### config.mk
export PLATFORM = sky130hd
export DESIGN_NAME = alu_out_serializer
export DESIGN_NICKNAME = d
export VERILOG_FILES = /design/src/rtl/msdap_pkg.sv /design/src/rtl/alu_out_serializer_piso_shift.sv /design/src/rtl/alu_out_serializer.sv
export SDC_FILE = /design/constraint.sdc
export NUM_CORES = 1
export LEC_CHECK = 0
export CAP_MARGIN = 30
export CORE_ASPECT_RATIO = 0.8
export CORE_MARGIN = 1
export CORE_UTILIZATION = 35
export DETAILED_ROUTE_END_ITERATION = 8
export PLACE_DENSITY = 0.6
export SYNTH_ARGS = -nofsm -noshare
export SYNTH_HDL_FRONTEND = slang
export SYNTH_HIERARCHICAL = 1
export SYNTH_SLANG_ARGS = --single-unit
### constraint.sdc
create_clock -name clk -period 2.6 [get_ports clk]
set_input_delay 0.52 -clock clk [delete_from_list [all_inputs] [get_ports clk]]
set_output_delay 0.52 -clock clk [all_outputs]
set_load 0.01 [all_outputs]
### src/rtl/msdap_pkg.sv
// Shared types and sizes for the MSDAP output datapath.
package msdap_pkg;

    localparam int ACC_W = 40;
    localparam int CNT_W = 6;

    typedef enum logic {
        IDLE  = 1'b0,
        SHIFT = 1'b1
    } ser_state_t;

    typedef logic [ACC_W-1:0] acc_t;

endpackage

### src/rtl/alu_out_serializer_piso_shift.sv
// Parallel-in serial-out shifter: loads a word, presents it MSB first and
// advances one bit per shift enable, flagging the final bit.
module piso_shift #(
    parameter int ACC_W = 40,
    parameter int CNT_W = 6
) (
    input  logic             clk,
    input  logic             clear,
    input  logic             i_load,
    input  logic [ACC_W-1:0] i_load_data,
    input  logic             i_shift_en,
    output logic             o_sout,
    output logic             o_done
);

    localparam logic [CNT_W-1:0] LP_CNT_INIT = CNT_W'(ACC_W - 1);
    localparam logic [CNT_W-1:0] LP_CNT_ONE  = {{(CNT_W-1){1'b0}}, 1'b1};

    logic [ACC_W-1:0] r_shift_reg;
    logic [CNT_W-1:0] r_bit_cnt;
    logic             w_last;

    assign w_last = (r_bit_cnt == {CNT_W{1'b0}});
    assign o_done = i_shift_en & w_last;
    assign o_sout = r_shift_reg[ACC_W-1];

    // Load a new word, or step to the next bit; the last step empties the register.
    always_ff @(posedge clk or posedge clear) begin
        if (clear) begin
            r_shift_reg <= {ACC_W{1'b0}};
            r_bit_cnt   <= {CNT_W{1'b0}};
        end else if (i_load) begin
            r_shift_reg <= i_load_data;
            r_bit_cnt   <= LP_CNT_INIT;
        end else if (i_shift_en) begin
            if (w_last) begin
                r_shift_reg <= {ACC_W{1'b0}};
            end else begin
                r_shift_reg <= {r_shift_reg[ACC_W-2:0], 1'b0};
                r_bit_cnt   <= r_bit_cnt - LP_CNT_ONE;
            end
        end
    end

endmodule

### src/rtl/alu_out_serializer.sv
// Per-channel ALU output serializer: one-deep hold buffer, frame-aligned
// transfer into a PISO shifter, and sticky overrun / frame error flags.
module alu_out_serializer
    import msdap_pkg::*;
#(
    parameter int ACC_W = msdap_pkg::ACC_W,
    parameter int CNT_W = msdap_pkg::CNT_W
) (
    input  logic             clk,
    input  logic             clear,
    input  logic [ACC_W-1:0] accum_reg,
    input  logic             output_en,
    input  logic             frame,
    input  logic             bit_en,
    output logic             sout,
    output logic             out_ready,
    output logic             hold_valid,
    output logic             overrun,
    output logic             frame_err
);

    ser_state_t       r_state;
    ser_state_t       w_state_nxt;
    logic [ACC_W-1:0] r_hold_reg;
    logic             r_hold_valid;
    logic             r_out_ready;
    logic             r_overrun;
    logic             r_frame_err;
    logic             w_load;
    logic             w_shift_en;
    logic             w_done;
    logic             w_in_shift;

    assign w_in_shift = (r_state == SHIFT);
    // A transfer only starts from IDLE; frames seen while shifting are errors.
    assign w_load     = (r_state == IDLE) & frame & r_hold_valid;
    assign w_shift_en = w_in_shift & bit_en;

    piso_shift #(
        .ACC_W (ACC_W),
        .CNT_W (CNT_W)
    ) u_piso (
        .clk         (clk),
        .clear       (clear),
        .i_load      (w_load),
        .i_load_data (r_hold_reg),
        .i_shift_en  (w_shift_en),
        .o_sout      (sout),
        .o_done      (w_done)
    );

    // Next-state logic: enter SHIFT on a transfer, leave after the last bit.
    always_comb begin
        w_state_nxt = r_state;
        case (r_state)
            IDLE: begin
                if (w_load) begin
                    w_state_nxt = SHIFT;
                end else begin
                    w_state_nxt = IDLE;
                end
            end
            SHIFT: begin
                if (w_done) begin
                    w_state_nxt = IDLE;
                end else begin
                    w_state_nxt = SHIFT;
                end
            end
            default: w_state_nxt = IDLE;
        endcase
    end

    // State register with out_ready registered alongside it.
    always_ff @(posedge clk or posedge clear) begin
        if (clear) begin
            r_state     <= IDLE;
            r_out_ready <= 1'b0;
        end else begin
            r_state     <= w_state_nxt;
            r_out_ready <= (w_state_nxt == SHIFT);
        end
    end

    // Hold buffer: a capture always wins, so a same-cycle transfer keeps it full.
    always_ff @(posedge clk or posedge clear) begin
        if (clear) begin
            r_hold_reg   <= {ACC_W{1'b0}};
            r_hold_valid <= 1'b0;
        end else if (output_en) begin
            r_hold_reg   <= accum_reg;
            r_hold_valid <= 1'b1;
        end else if (w_load) begin
            r_hold_valid <= 1'b0;
        end
    end

    // Sticky error flags; only clear can drop them.
    always_ff @(posedge clk or posedge clear) begin
        if (clear) begin
            r_overrun   <= 1'b0;
            r_frame_err <= 1'b0;
        end else begin
            if (output_en && r_hold_valid && !w_load) begin
                r_overrun <= 1'b1;
            end
            if (frame && w_in_shift) begin
                r_frame_err <= 1'b1;
            end
        end
    end

    assign out_ready  = r_out_ready;
    assign hold_valid = r_hold_valid;
    assign overrun    = r_overrun;
    assign frame_err  = r_frame_err;

endmodule

==> results of run 1 <==
## path summary, 6_finish.rpt
kind | slack, ns | end | cells past startpoint
setup / recovery | 0.74 | out_ready | 1
hold / removal | 0.47 | frame_err | 1
setup reg to reg | 0.78 | u_piso/r_bit_cnt[2] | 6
hold reg to reg | 0.47 | frame_err | 1
max in group asynchronous | 1.31 | r_hold_reg[7] | 3
min in group asynchronous | 0.61 | u_piso/r_shift_reg[21] | 2
## stage by stage
stage                     instance area, um^2  std cells  power (W)
after global placement                   5029        603   0.003111
after detailed placement                 5029        603   0.003168
final                                    5396        619   0.004740
after CTS                                5396        619   0.004793
after floorplan                          4378        402   0.002840
after global routing                     5396        619   0.005030
## final cells by class
type | count | area share
flip-flops and latches | 90 | 0.4173
multi-input cells | 235 | 0.3269
repair buffers | 61 | 0.1159
clock buffers | 11 | 0.04498
well taps | 171 | 0.03965
inverters | 46 | 0.03200
clock inverters | 5 | 0.02319
## synthesized netlist by cell type
master                      number  area (um^2)
sky130_fd_sc_hd__a211oi_1        1        7.510
sky130_fd_sc_hd__a21boi_0        1        7.510
sky130_fd_sc_hd__a21boi_1        1        7.510
sky130_fd_sc_hd__a21o_1          2        15.01
sky130_fd_sc_hd__a21oi_1        41        205.2
sky130_fd_sc_hd__a221o_1         1        10.01
sky130_fd_sc_hd__a311o_1         1        10.01
sky130_fd_sc_hd__a31o_2          2        17.52
sky130_fd_sc_hd__and2_1          3        18.77
sky130_fd_sc_hd__buf_12          4        80.08
sky130_fd_sc_hd__buf_2          10        50.05
sky130_fd_sc_hd__buf_6           1        11.26
sky130_fd_sc_hd__clkbuf_1       16        60.06
sky130_fd_sc_hd__dfrtp_1        90         2252
sky130_fd_sc_hd__ha_1            2        25.02
sky130_fd_sc_hd__inv_1          45        168.9
sky130_fd_sc_hd__inv_2           1        3.750
sky130_fd_sc_hd__mux2_1          1        11.26
sky130_fd_sc_hd__mux2_2          2        22.52
sky130_fd_sc_hd__mux2_4         38        570.6
sky130_fd_sc_hd__mux2i_1         3        30.03
sky130_fd_sc_hd__nand2_1        42        157.7
sky130_fd_sc_hd__nand2b_1        1        6.260
sky130_fd_sc_hd__nand3_1         1        5.000
sky130_fd_sc_hd__nand4bb_1       1        11.26
sky130_fd_sc_hd__nor2_1          6        22.52
sky130_fd_sc_hd__nor2_2          1        6.260
sky130_fd_sc_hd__nor2b_1         2        12.51
sky130_fd_sc_hd__nor3_1          1        5.000
sky130_fd_sc_hd__nor3b_2         2        25.02
sky130_fd_sc_hd__o21ai_0        40        200.2
sky130_fd_sc_hd__o22a_1         39        341.6
## metal layers
metal	vias up	global-route usage
met4	0	0.04853
met3	2	0.04660
met1	1447	0.2005
met2	65	0.2168
li1	1455	-
met5	-	0
## power by group through the flow
stage	clock [W]	combinational [W]	sequential [W]
after detailed placement	0	0.00116	0.00200
after CTS	0.00163	0.00117	0.00199
after floorplan	0	0.000907	0.00193
after global placement	0	0.00112	0.00199
final	0.00159	0.00117	0.00199
after global routing	0.00168	0.00131	0.00203
## kinds of logic after synthesis
kind of cell	synth area share
AO/OA/AOI/OAI	0.1878
flip-flops	0.5144
buffers and inverters	0.08545
AND/OR/NAND/NOR	0.06173
multiplexers	0.1449
adder cells (fa/ha/maj)	0.005715
## layout by cell type, fill, tap and decap left out
cell type / Yosys / final
sky130_fd_sc_hd__a211oi_1: 1 / 1
sky130_fd_sc_hd__a21boi_0: 1 / 1
sky130_fd_sc_hd__a21boi_1: 1 / 1
sky130_fd_sc_hd__a21o_1: 2 / 2
sky130_fd_sc_hd__a21oi_1: 41 / 41
sky130_fd_sc_hd__a221o_1: 1 / 1
sky130_fd_sc_hd__a311o_1: 1 / 1
sky130_fd_sc_hd__a31o_2: 2 / 2
sky130_fd_sc_hd__and2_1: 3 / 2
sky130_fd_sc_hd__and2_2: 0 / 1
sky130_fd_sc_hd__buf_12: 4 / 4
sky130_fd_sc_hd__buf_2: 10 / 1
sky130_fd_sc_hd__buf_4: 0 / 8
sky130_fd_sc_hd__bufinv_16: 0 / 4
sky130_fd_sc_hd__clkbuf_1: 16 / 1
sky130_fd_sc_hd__clkbuf_16: 0 / 9
sky130_fd_sc_hd__clkbuf_8: 0 / 1
sky130_fd_sc_hd__clkdlybuf4s50_1: 0 / 48
sky130_fd_sc_hd__clkinv_2: 0 / 1
sky130_fd_sc_hd__dfrtp_1: 90 / 90
sky130_fd_sc_hd__ha_1: 2 / 2
sky130_fd_sc_hd__inv_1: 45 / 43
sky130_fd_sc_hd__inv_2: 1 / 3
sky130_fd_sc_hd__mux2_1: 1 / 1
sky130_fd_sc_hd__mux2_2: 2 / 2
sky130_fd_sc_hd__mux2_4: 38 / 38
sky130_fd_sc_hd__mux2i_1: 3 / 3
sky130_fd_sc_hd__nand2_1: 42 / 42
sky130_fd_sc_hd__nand2b_1: 1 / 1
sky130_fd_sc_hd__nand3_1: 1 / 1
sky130_fd_sc_hd__nand4bb_1: 1 / 1
sky130_fd_sc_hd__nor2_1: 6 / 6
sky130_fd_sc_hd__nor2_4: 0 / 1
sky130_fd_sc_hd__nor2b_1: 2 / 2
sky130_fd_sc_hd__nor3_1: 1 / 1
sky130_fd_sc_hd__nor3b_2: 2 / 1
sky130_fd_sc_hd__nor3b_4: 0 / 1
sky130_fd_sc_hd__o21ai_0: 40 / 40
sky130_fd_sc_hd__o22a_1: 39 / 39
==> metrics.md, run 1 <==
| Metric | Value |
|---|---|
| Max Cap Violations | 0 |
| CP startpoint kind | register |
| Flop pwr share | 0.419 |
| Max_slew headroom | 0.6139 |
| Number of distinct library cells after synthesis | 32 |
| Initial standard-cell utilization of the core | 0.3587 |
| CP delay by family, top | buffers and inverters |
| DR vias | between 2,000 and 3,000 |
| Sink count of the clock tree | 90 |
| Sum of routed wire segments on met1 | 4.371 mm |
| Resized Gates After CTS | 0 |
| Net Count, Synth | 449 |
| Vias in the first global route | 2,903 |
| Remaining DRCs | 0 |
| Site Rows | 36 |
| Upper clock frequency limit | 536.3 MHz |
| Largest net degree at the start of global routing | 31 |
| Htree depth | 3 |
| DR WL met3 | 399 um |
| Kind of end point of the critical path | primary output |
| Final Util | 0.4421 |
| Slack of the critical path | 0.7353 ns |
| Number of max-slew violations in the final report | 0 |
| Net total in the final layout | 490 |
| Fin Hold WS | 0.4697 ns |
| Data arrival time at the worst-slack endpoint | between 1 and 1.5 ns |
| Comb pwr share | 0.246 |
| Worst setup path category | register to primary output |
| Critical path buffer and inverter count | 1 |
| Hold Fails Final Rpt | 0 |
| Clock insertion delay at the later pin of the skew report | approximately 0.34 ns |
| Detailed placement HPWL | between 5 and 6 mm |
| Critical hold path startpoint | frame_err |
| Area of all sequential standard cells | between 0.002 and 0.0025 mm^2 |
| Worst-case clock skew | 0.005776 ns |
| Largest driver fanout on the critical path | 6 |
| Filler Cells Inserted | 1,144 |
| Area of the core region | 0.01221 mm^2 |
| Clock slew at reported path FFs | 0.06 ns |
| Power Internal | about 0.0034 W |
| Highest metal layer with signal wires | met4 |
| Number of I/O port buffers | 49 |
| Die Outline Area | 0.01296 mm^2 |
| Total number of yosys warnings | 6 |
| Master cell of the clock root buffer | sky130_fd_sc_hd__clkbuf_16 |
| Met2 wirelength from detailed routing | 3.835 mm |
| Standby leakage power | 2.402 nW |
| Reported net switching power | 0.001338 W |
| Minimum clock period | 1.865 ns |
| Routed WL | between 8 and 9 mm |
| Final worst-path cycle share | 0.7172 |
| GRT overflow | 0 |
| Number of antenna diodes | 0 |
| Syn Std Cell Area | between 0.004 and 0.005 mm^2 |
| Area added between synthesis and finish | 23.26% |
| RSZ-0062 raised after global routing | false |
| Post-synthesis cell count | approximately 400 |
| Required arrival time at the worst endpoint | approximately 2.1 ns |
| TritonCTS clock tree | yes |
| Sequential element share of the synthesized area | 0.5144 |
| R2R Path Start | u_piso/r_bit_cnt[0] |
| Crit path cell chain | clkdlybuf4s50_1 |
| Total Neg Setup Slack | 0 ns |
| Post-placement worst setup slack | 0.5092 ns |
| Number of detailed-route iterations in the first pass | 5 |
| Outcome | finished clean |
| Vias per std cell | 4.796 |
| Portion of total power attributed to the clock network | 0.335 |
| Peak ir drop on the vdd network | 0.0003990 V |
| Register bit count reported by yosys | 90 |
| Antenna violations before repair | 0 |
| Maximum single-stage delay on the critical path | about 0.58 ns |
| Iteration-0 DRC count of the detailed router | 239 |
| CTS Hold Bufs | 0 |
| Number of nets still failing antenna checks after routing | 0 |
| Number of top-level design ports | 50 |
| Placer congestion estimate | 0.7796 |
| Routed wire per std cell | around 14 um |
| Setup-violating endpoint count in the final report | 0 |
| Share of cells above drive strength 1 | 0.1719 |
| Largest buffer count on any clock path | 2 |
| Slowest-stage cell, CP | sky130_fd_sc_hd__clkdlybuf4s50_1 |
| Global Route Usage Sum | 0.1453 |
| HP Class | register to register |
| Switching Fraction | 0.2824 |
| DIE HEIGHT | 102.0 um |
| Die X | 127.0 um |
| Area of the multi-input gates | 0.001764 mm^2 |
| Per-instance average area after synthesis | 10.89 um^2 |
| First-pass GRT wire length | about 15 mm |
| Transition time at the pin with the least slew margin | between 0.5 and 0.6 ns |
| Total setup buffers inserted after CTS | 0 |
| CTS buffer count | 9 |
| Pwr/cell area | 878.4 mW/mm^2 |
| Worst setup startpoint | out_ready |
Note: power is estimated with default switching activity, not from simulation.
==> inputs of run 2 (changes only) <==
==> constraint.sdc (replaced) <==
create_clock -name clk -period 1.8 [get_ports clk]
set_input_delay 0.36 -clock clk [delete_from_list [all_inputs] [get_ports clk]]
set_output_delay 0.36 -clock clk [all_outputs]
set_load 0.01 [all_outputs]
==> run 2 against run 1 <==
Effect of this change:
- setup slack lost 0.64 ns
- sequential share of layout area increased by 0.16 points
- die area is the same
- via count shrank 0.30%
- critical endpoint unchanged
- largest cell class unchanged
==> metrics.md, run 2 (synthesis gave the netlist of run 1 again) <==
| Metric | Value |
|---|---|
| Initial standard-cell utilization of the core | 0.3587 (unchanged) |
| Post-placement worst setup slack | -0.04429 ns (was 0.5092 ns) |
| CTS Hold Bufs | 0 (unchanged) |
| Number of I/O port buffers | 49 (unchanged) |
| Global Route Usage Sum | 0.1461 (was 0.1453) |
| Remaining DRCs | 0 (unchanged) |
| Clock insertion delay at the later pin of the skew report | 0.34 ns (about the same) |
| Finished Layout Cells | 622 (was 619) |
| Final worst-path cycle share | 0.9498 |
| Worst-case clock skew | 0.005307 ns (was 0.005776 ns) |
| Required arrival time at the worst endpoint | 1.44 ns (was 2.08 ns) |
| Portion of total power attributed to the clock network | 0.268 (was 0.335) |
| Total Neg Setup Slack | 0 ns (unchanged) |
| Pwr/cell area | 1171 mW/mm^2 (was 878.4 mW/mm^2) |
| Routed wire per std cell | 14.05 um (was 13.97 um) |
| Data arrival time at the worst-slack endpoint | 1.35 ns (was 1.34 ns) |
| Maximum single-stage delay on the critical path | 0.57 ns (was 0.58 ns) |
| Setup-violating endpoint count in the final report | 0 (unchanged) |
| Number of top-level design ports | 50 (unchanged) |
| Sink count of the clock tree | 90 (unchanged) |
| CP startpoint kind | register (unchanged) |
| Slack of the critical path | 0.09040 ns (was 0.7353 ns) |
| Worst setup path category | register to primary output (unchanged) |
| Largest buffer count on any clock path | 2 (unchanged) |
| Crit path cell chain | clkdlybuf4s50_1 (unchanged) |
| DIE HEIGHT | 102.0 um (unchanged) |
| RSZ-0062 raised after global routing | false (unchanged) |
| Site Rows | 36 (unchanged) |
| Detailed placement HPWL | 5.575 mm (was 5.538 mm) |
| Peak ir drop on the vdd network | 0.0005987 V (was 0.0003990 V) |
| Comb pwr share | 0.278 (was 0.246) |
| Number of antenna diodes | 0 (unchanged) |
| Die Outline Area | 0.01296 mm^2 (unchanged) |
| Flop pwr share | 0.454 (was 0.419) |
| CP delay by family, top | buffers and inverters (unchanged) |
| Number of nets still failing antenna checks after routing | 0 (unchanged) |
| DR vias | 2,960 (was 2,969) |
| Total setup buffers inserted after CTS | 0 (unchanged) |
| Slowest-stage cell, CP | sky130_fd_sc_hd__clkdlybuf4s50_1 (unchanged) |
| Resized Gates After CTS | 0 (unchanged) |
| Max_slew headroom | 0.7009 (was 0.6139) |
| Max Cap Violations | 0 (unchanged) |
| Transition time at the pin with the least slew margin | 0.4453 ns (was 0.5783 ns) |
| Number of detailed-route iterations in the first pass | 4 (was 5) |
| Vias in the first global route | 2,906 (was 2,903) |
| Routed WL | 8.737 mm (was 8.649 mm) |
| TritonCTS clock tree | yes (unchanged) |
| Number of max-slew violations in the final report | 0 (unchanged) |
| Switching Fraction | 0.3037 (was 0.2824) |
| GRT overflow | 0 (unchanged) |
| Placer congestion estimate | 0.7294 (was 0.7796) |
| Most frequent cells in the layout | sky130_fd_sc_hd__dfrtp_1, sky130_fd_sc_hd__clkdlybuf4s50_1, sky130_fd_sc_hd__inv_1 (unchanged) |
| Most common library cell in the layout ignoring fill and taps | sky130_fd_sc_hd__dfrtp_1 (unchanged) |
| Largest driver fanout on the critical path | 6 (unchanged) |
| Critical path buffer and inverter count | 1 (unchanged) |
| Vias per std cell | 4.759 (was 4.796) |
| HP Class | input port to async pin (was register to register) |
| Master cell of the clock root buffer | sky130_fd_sc_hd__clkbuf_16 (unchanged) |
| Hold Fails Final Rpt | 0 (unchanged) |
| Share of cells above drive strength 1 | 0.1774 (was 0.1719) |
| Reported net switching power | 0.001912 W (was 0.001338 W) |
| Iteration-0 DRC count of the detailed router | 213 (was 239) |
| Area added between synthesis and finish | 22.81% (was 23.26%) |
| Antenna violations before repair | 0 (unchanged) |
| Minimum clock period | 1.710 ns |
| Kind of end point of the critical path | primary output (unchanged) |
| First-pass GRT wire length | 14.59 mm (unchanged) |
| Largest net degree at the start of global routing | 47 (was 31) |
| Cell Count Post-Placement | 608 (was 603) |
| Clock slew at reported path FFs | 0.06 ns (about the same) |
| CTS buffer count | 9 (unchanged) |
| Outcome | finished clean (unchanged) |
| Htree depth | 3 (unchanged) |
| Upper clock frequency limit | roughly 580 MHz |
| Die X | 127.0 um (unchanged) |
| Standby leakage power | 2.392 nW (was 2.402 nW) |
| Area of the core region | 0.01221 mm^2 (unchanged) |
| Power Internal | 0.004384 W (was 0.003402 W) |
| Net total in the final layout | 495 (was 490) |
run 2: cell count changes in the layout (fill, tap and decap cells not counted):
cell | before | now
sky130_fd_sc_hd__buf_12 | 4 | 8
sky130_fd_sc_hd__clkinvlp_4 | 0 | 1
sky130_fd_sc_hd__buf_4 | 8 | 9
sky130_fd_sc_hd__clkinv_2 | 1 | 2
sky130_fd_sc_hd__bufinv_16 | 4 | 0
run 2: power groups by stage:
stage | registers, W | logic (W) | clock network, W
2_1_floorplan | 0.00279 | 0.00131 | 0
3_3_place_gp | 0.00287 | 0.00168 | 0
3_5_place_dp | 0.00288 | 0.00175 | 0
4_1_cts | 0.00285 | 0.00177 | 0.00174
5_1_grt | 0.00292 | 0.00197 | 0.00184
6_report | 0.00286 | 0.00175 | 0.00169
run 2: area by class of cell:
| class | instances | area, um^2 |
|---|---|---|
| fillers | 1133 | 6830 |
| flip-flops and latches | 90 | 2252 |
| multi-input cells | 235 | 1764 |
| repair buffers | 66 | 713.2 |
| clock buffers | 11 | 242.7 |
| well taps | 171 | 214.0 |
| inverters | 46 | 172.7 |
| clock inverters | 3 | 17.52 |
run 2: per-stage QoR:
| stage | hold slack (ns) | util | cell area (um^2) | total power (W) |
|---|---|---|---|---|
| floorplan | 0.4532 | - | 4378 | 0.004102 |
| global placement | 0.4462 | 0.4191 | 5116 | 0.004554 |
| detailed placement | 0.4501 | 0.4191 | 5116 | 0.004635 |
| CTS | 0.4028 | 0.4404 | 5376 | 0.006366 |
| global route | 0.4168 | 0.4404 | 5376 | 0.006732 |
| finish | 0.3986 | 0.4404 | 5376 | 0.006296 |
run 2: worst paths after layout:
kind | slack, ns | from | cells after the start | end
setup / recovery | 0.09 | out_ready | 1 | out_ready
setup reg to reg | 0.15 | u_piso/r_bit_cnt[0] | 6 | u_piso/r_shift_reg[16]
max in group asynchronous | 0.92 | clear | 3 | u_piso/r_shift_reg[14]
min in group clk | 0.46 | frame_err | 1 | frame_err
hold reg to reg | 0.46 | frame_err | 1 | frame_err
hold / removal | 0.40 | clear | 2 | u_piso/r_shift_reg[21]
run 2: routing by layer:
metal / track usage / vias up / part of all wire
li1: - / 1463 / -
met1: 0.2017 / 1432 / 0.50
met2: 0.2177 / 57 / 0.44
met3: 0.05131 / 8 / 0.047
met4: 0.04121 / 0 / 0.011
met5: 0 / - / 0
==> inputs of run 3 (changes only) <==
--- a/config.mk
+++ b/config.mk
@@ -7,7 +7,7 @@
 export LEC_CHECK = 0
 export CAP_MARGIN = 30
 export CORE_ASPECT_RATIO = 0.8
-export CORE_MARGIN = 1
+export CORE_MARGIN = 3
 export CORE_UTILIZATION = 35
 export DETAILED_ROUTE_END_ITERATION = 8
 export PLACE_DENSITY = 0.6
==> constraint.sdc (replaced) <==
create_clock -name clk -period 2 [get_ports clk]
set_input_delay 0.4 -clock clk [delete_from_list [all_inputs] [get_ports clk]]
set_output_delay 0.4 -clock clk [all_outputs]
set_load 0.01 [all_outputs]
==> run 3 against run 2 <==
Effect of this change:
- sequential power is 10% lower
- register-to-register slack better by 0.21 ns
- cell count is 1.1% lower
- critical endpoint unchanged
- largest power group unchanged
==> metrics.md, run 3 (synthesis gave the netlist of run 1 again) <==
| Metric | Value |
|---|---|
| Outcome | finished clean (unchanged) |
| Clock insertion delay at the later pin of the skew report | 0.33 ns (was 0.34 ns) |
| Setup slack, reg-to-reg | 0.36 ns (was 0.15 ns) |
| Net total in the final layout | 491 (was 495) |
| Share of cells above drive strength 1 | 0.1737 (was 0.1774) |
| First-pass GRT wire length | 14.82 mm (was 14.59 mm) |
| Routed wire per std cell | 14.21 um (was 14.05 um) |
| DIE HEIGHT | 106.0 um (was 102.0 um) |
| Routed WL | 8.741 mm (was 8.737 mm) |
| CP delay by family, top | buffers and inverters (unchanged) |
| Most common library cell in the layout ignoring fill and taps | sky130_fd_sc_hd__dfrtp_1 (unchanged) |
| Placer congestion estimate | 0.7884 (was 0.7294) |
| Initial standard-cell utilization of the core | 0.3689 (was 0.3587) |
| Global Route Usage Sum | 0.1335 (was 0.1461) |
| Data arrival time at the worst-slack endpoint | 1.36 ns (was 1.35 ns) |
| CTS Hold Bufs | 0 (unchanged) |
| Area of the core region | 0.01187 mm^2 (was 0.01221 mm^2) |
| Peak ir drop on the vdd network | 0.0004738 V (was 0.0005987 V) |
| Total setup buffers inserted after CTS | 0 (unchanged) |
| Standby leakage power | 2.365 nW (was 2.392 nW) |
| Worst setup path category | register to primary output (unchanged) |
| CTS buffer count | 9 (unchanged) |
| Remaining DRCs | 0 (unchanged) |
| Resized Gates After CTS | 0 (unchanged) |
| Required arrival time at the worst endpoint | 1.60 ns (was 1.44 ns) |
| Cell Count Post-Placement | 599 (was 608) |
| Fin Hold WS | 0.4658 ns (was 0.3986 ns) |
| Site Rows | 35 (was 36) |
| Most frequent cells in the layout | sky130_fd_sc_hd__dfrtp_1, sky130_fd_sc_hd__clkdlybuf4s50_1, sky130_fd_sc_hd__inv_1 (unchanged) |
| Finished Layout Cells | 615 (was 622) |
| Maximum single-stage delay on the critical path | 0.58 ns (was 0.57 ns) |
| Worst-case clock skew | 0.007630 ns (was 0.005307 ns) |
| Critical path buffer and inverter count | 1 (unchanged) |
| Number of max-slew violations in the final report | 0 (unchanged) |
| Number of detailed-route iterations in the first pass | 4 (unchanged) |
| CP startpoint kind | register (unchanged) |
| Antenna violations before repair | 0 (unchanged) |
| TritonCTS clock tree | yes (unchanged) |
| RSZ-0062 raised after global routing | false (unchanged) |
| Largest driver fanout on the critical path | 6 (unchanged) |
| Hold Fails Final Rpt | 0 (unchanged) |
| Largest net degree at the start of global routing | 59 (was 47) |
| Layout Cell Area excl Fill | 0.005338 mm^2 (was 0.005376 mm^2) |
| Number of antenna diodes | 0 (unchanged) |
| Htree depth | 3 (unchanged) |
| Clock slew at reported path FFs | 0.07 ns (was 0.06 ns) |
| Kind of end point of the critical path | primary output (unchanged) |
| Sink count of the clock tree | 90 (unchanged) |
| Number of I/O port buffers | 49 (unchanged) |
| Vias in the first global route | 2,915 (was 2,906) |
| Slowest-stage cell, CP | sky130_fd_sc_hd__clkdlybuf4s50_1 (unchanged) |
| Setup-violating endpoint count in the final report | 0 (unchanged) |
| Transition time at the pin with the least slew margin | 0.4830 ns (was 0.4453 ns) |
| Post-placement cell area | 0.005042 mm^2 (was 0.005116 mm^2) |
| DR vias | 2,953 (was 2,960) |
| Iteration-0 DRC count of the detailed router | 215 (was 213) |
| GRT overflow | 0 (unchanged) |
| Crit path cell chain | clkdlybuf4s50_1 (unchanged) |
| Max_slew headroom | 0.6775 (was 0.7009) |
| Area added between synthesis and finish | 21.92% (was 22.81%) |
| Die Outline Area | 0.01389 mm^2 (was 0.01296 mm^2) |
| Final Util | 0.4498 (was 0.4404) |
| Max Cap Violations | 0 (unchanged) |
| Detailed placement HPWL | 5.491 mm (was 5.575 mm) |
| Upper clock frequency limit | 568.6 MHz |
| Master cell of the clock root buffer | sky130_fd_sc_hd__clkbuf_16 (unchanged) |
| Pwr/cell area | 1082 mW/mm^2 (was 1171 mW/mm^2) |
| Final worst-path cycle share | 0.8794 |
| Vias per std cell | 4.802 (was 4.759) |
| HP Class | input port to async pin (unchanged) |
| Minimum clock period | 1.759 ns |
| Total Neg Setup Slack | 0 ns (unchanged) |
| Die X | 131.0 um (was 127.0 um) |
| Number of nets still failing antenna checks after routing | 0 (unchanged) |
| Largest buffer count on any clock path | 2 (unchanged) |
| Number of top-level design ports | 50 (unchanged) |
-- run 3: changes by cell type in the layout (fill, tap and decap cells not counted) --
cell | before | now
sky130_fd_sc_hd__clkbuf_8 | 1 | 0
sky130_fd_sc_hd__clkinvlp_4 | 1 | 3
sky130_fd_sc_hd__buf_12 | 8 | 5
sky130_fd_sc_hd__inv_6 | 0 | 1
sky130_fd_sc_hd__clkinv_2 | 2 | 1
sky130_fd_sc_hd__buf_4 | 9 | 8
sky130_fd_sc_hd__bufinv_16 | 0 | 1
-- run 3: final timing paths --
| kind | end | startpoint | cells after the start |
|---|---|---|---|
| worst max-delay path | out_ready | out_ready | 1 |
| worst min-delay path | u_piso/r_shift_reg[21] | clear | 2 |
| worst max register to register | u_piso/r_shift_reg[24] | u_piso/r_bit_cnt[0] | 6 |
| worst min register to register | frame_err | frame_err | 1 |
| max in group asynchronous | u_piso/r_shift_reg[2] | clear | 3 |
| min in group clk | frame_err | frame_err | 1 |
-- run 3: power by group --
| part | switching [W] | internal, W | leakage, nW |
|---|---|---|---|
| Clock | 0.000693 | 0.000971 | 0.135 |
| Sequential | 0.000300 | 0.00227 | 1.11 |
| Combinational | 0.000748 | 0.000790 | 1.12 |
| Total | 0.00174 | 0.00403 | 2.37 |
-- run 3: final cells by class --
class | instances | area, um^2
timing repair buffer | 62 | 645.6
multi-input combinational | 235 | 1764
sequential | 90 | 2252
tap | 166 | 207.7
clock inverter | 6 | 66.31
inverter | 46 | 172.7
fill | 1100 | 6530
clock buffer | 10 | 229.0
-- run 3: metrics by stage --
step / total power [W] / worst slack (ns)
6_report: 0.005776 / 0.2413
5_1_grt: 0.006199 / 0.1736
4_1_cts: 0.005854 / 0.2214
3_5_place_dp: 0.004147 / 0.1069
3_3_place_gp: 0.004075 / 0.1414
2_1_floorplan: 0.003691 / 0.4937
-- run 3: layer usage --
metal / vias up / GRT usage / routed length, um / share of wire
met3: 2 / 0.04219 / 381 / 0.044
met2: 62 / 0.1946 / 3926 / 0.45
met1: 1434 / 0.1923 / 4409 / 0.50
met4: 0 / 0.03304 / 24 / 0.0027
li1: 1455 / - / - / -
met5: - / 0 / 0 / 0
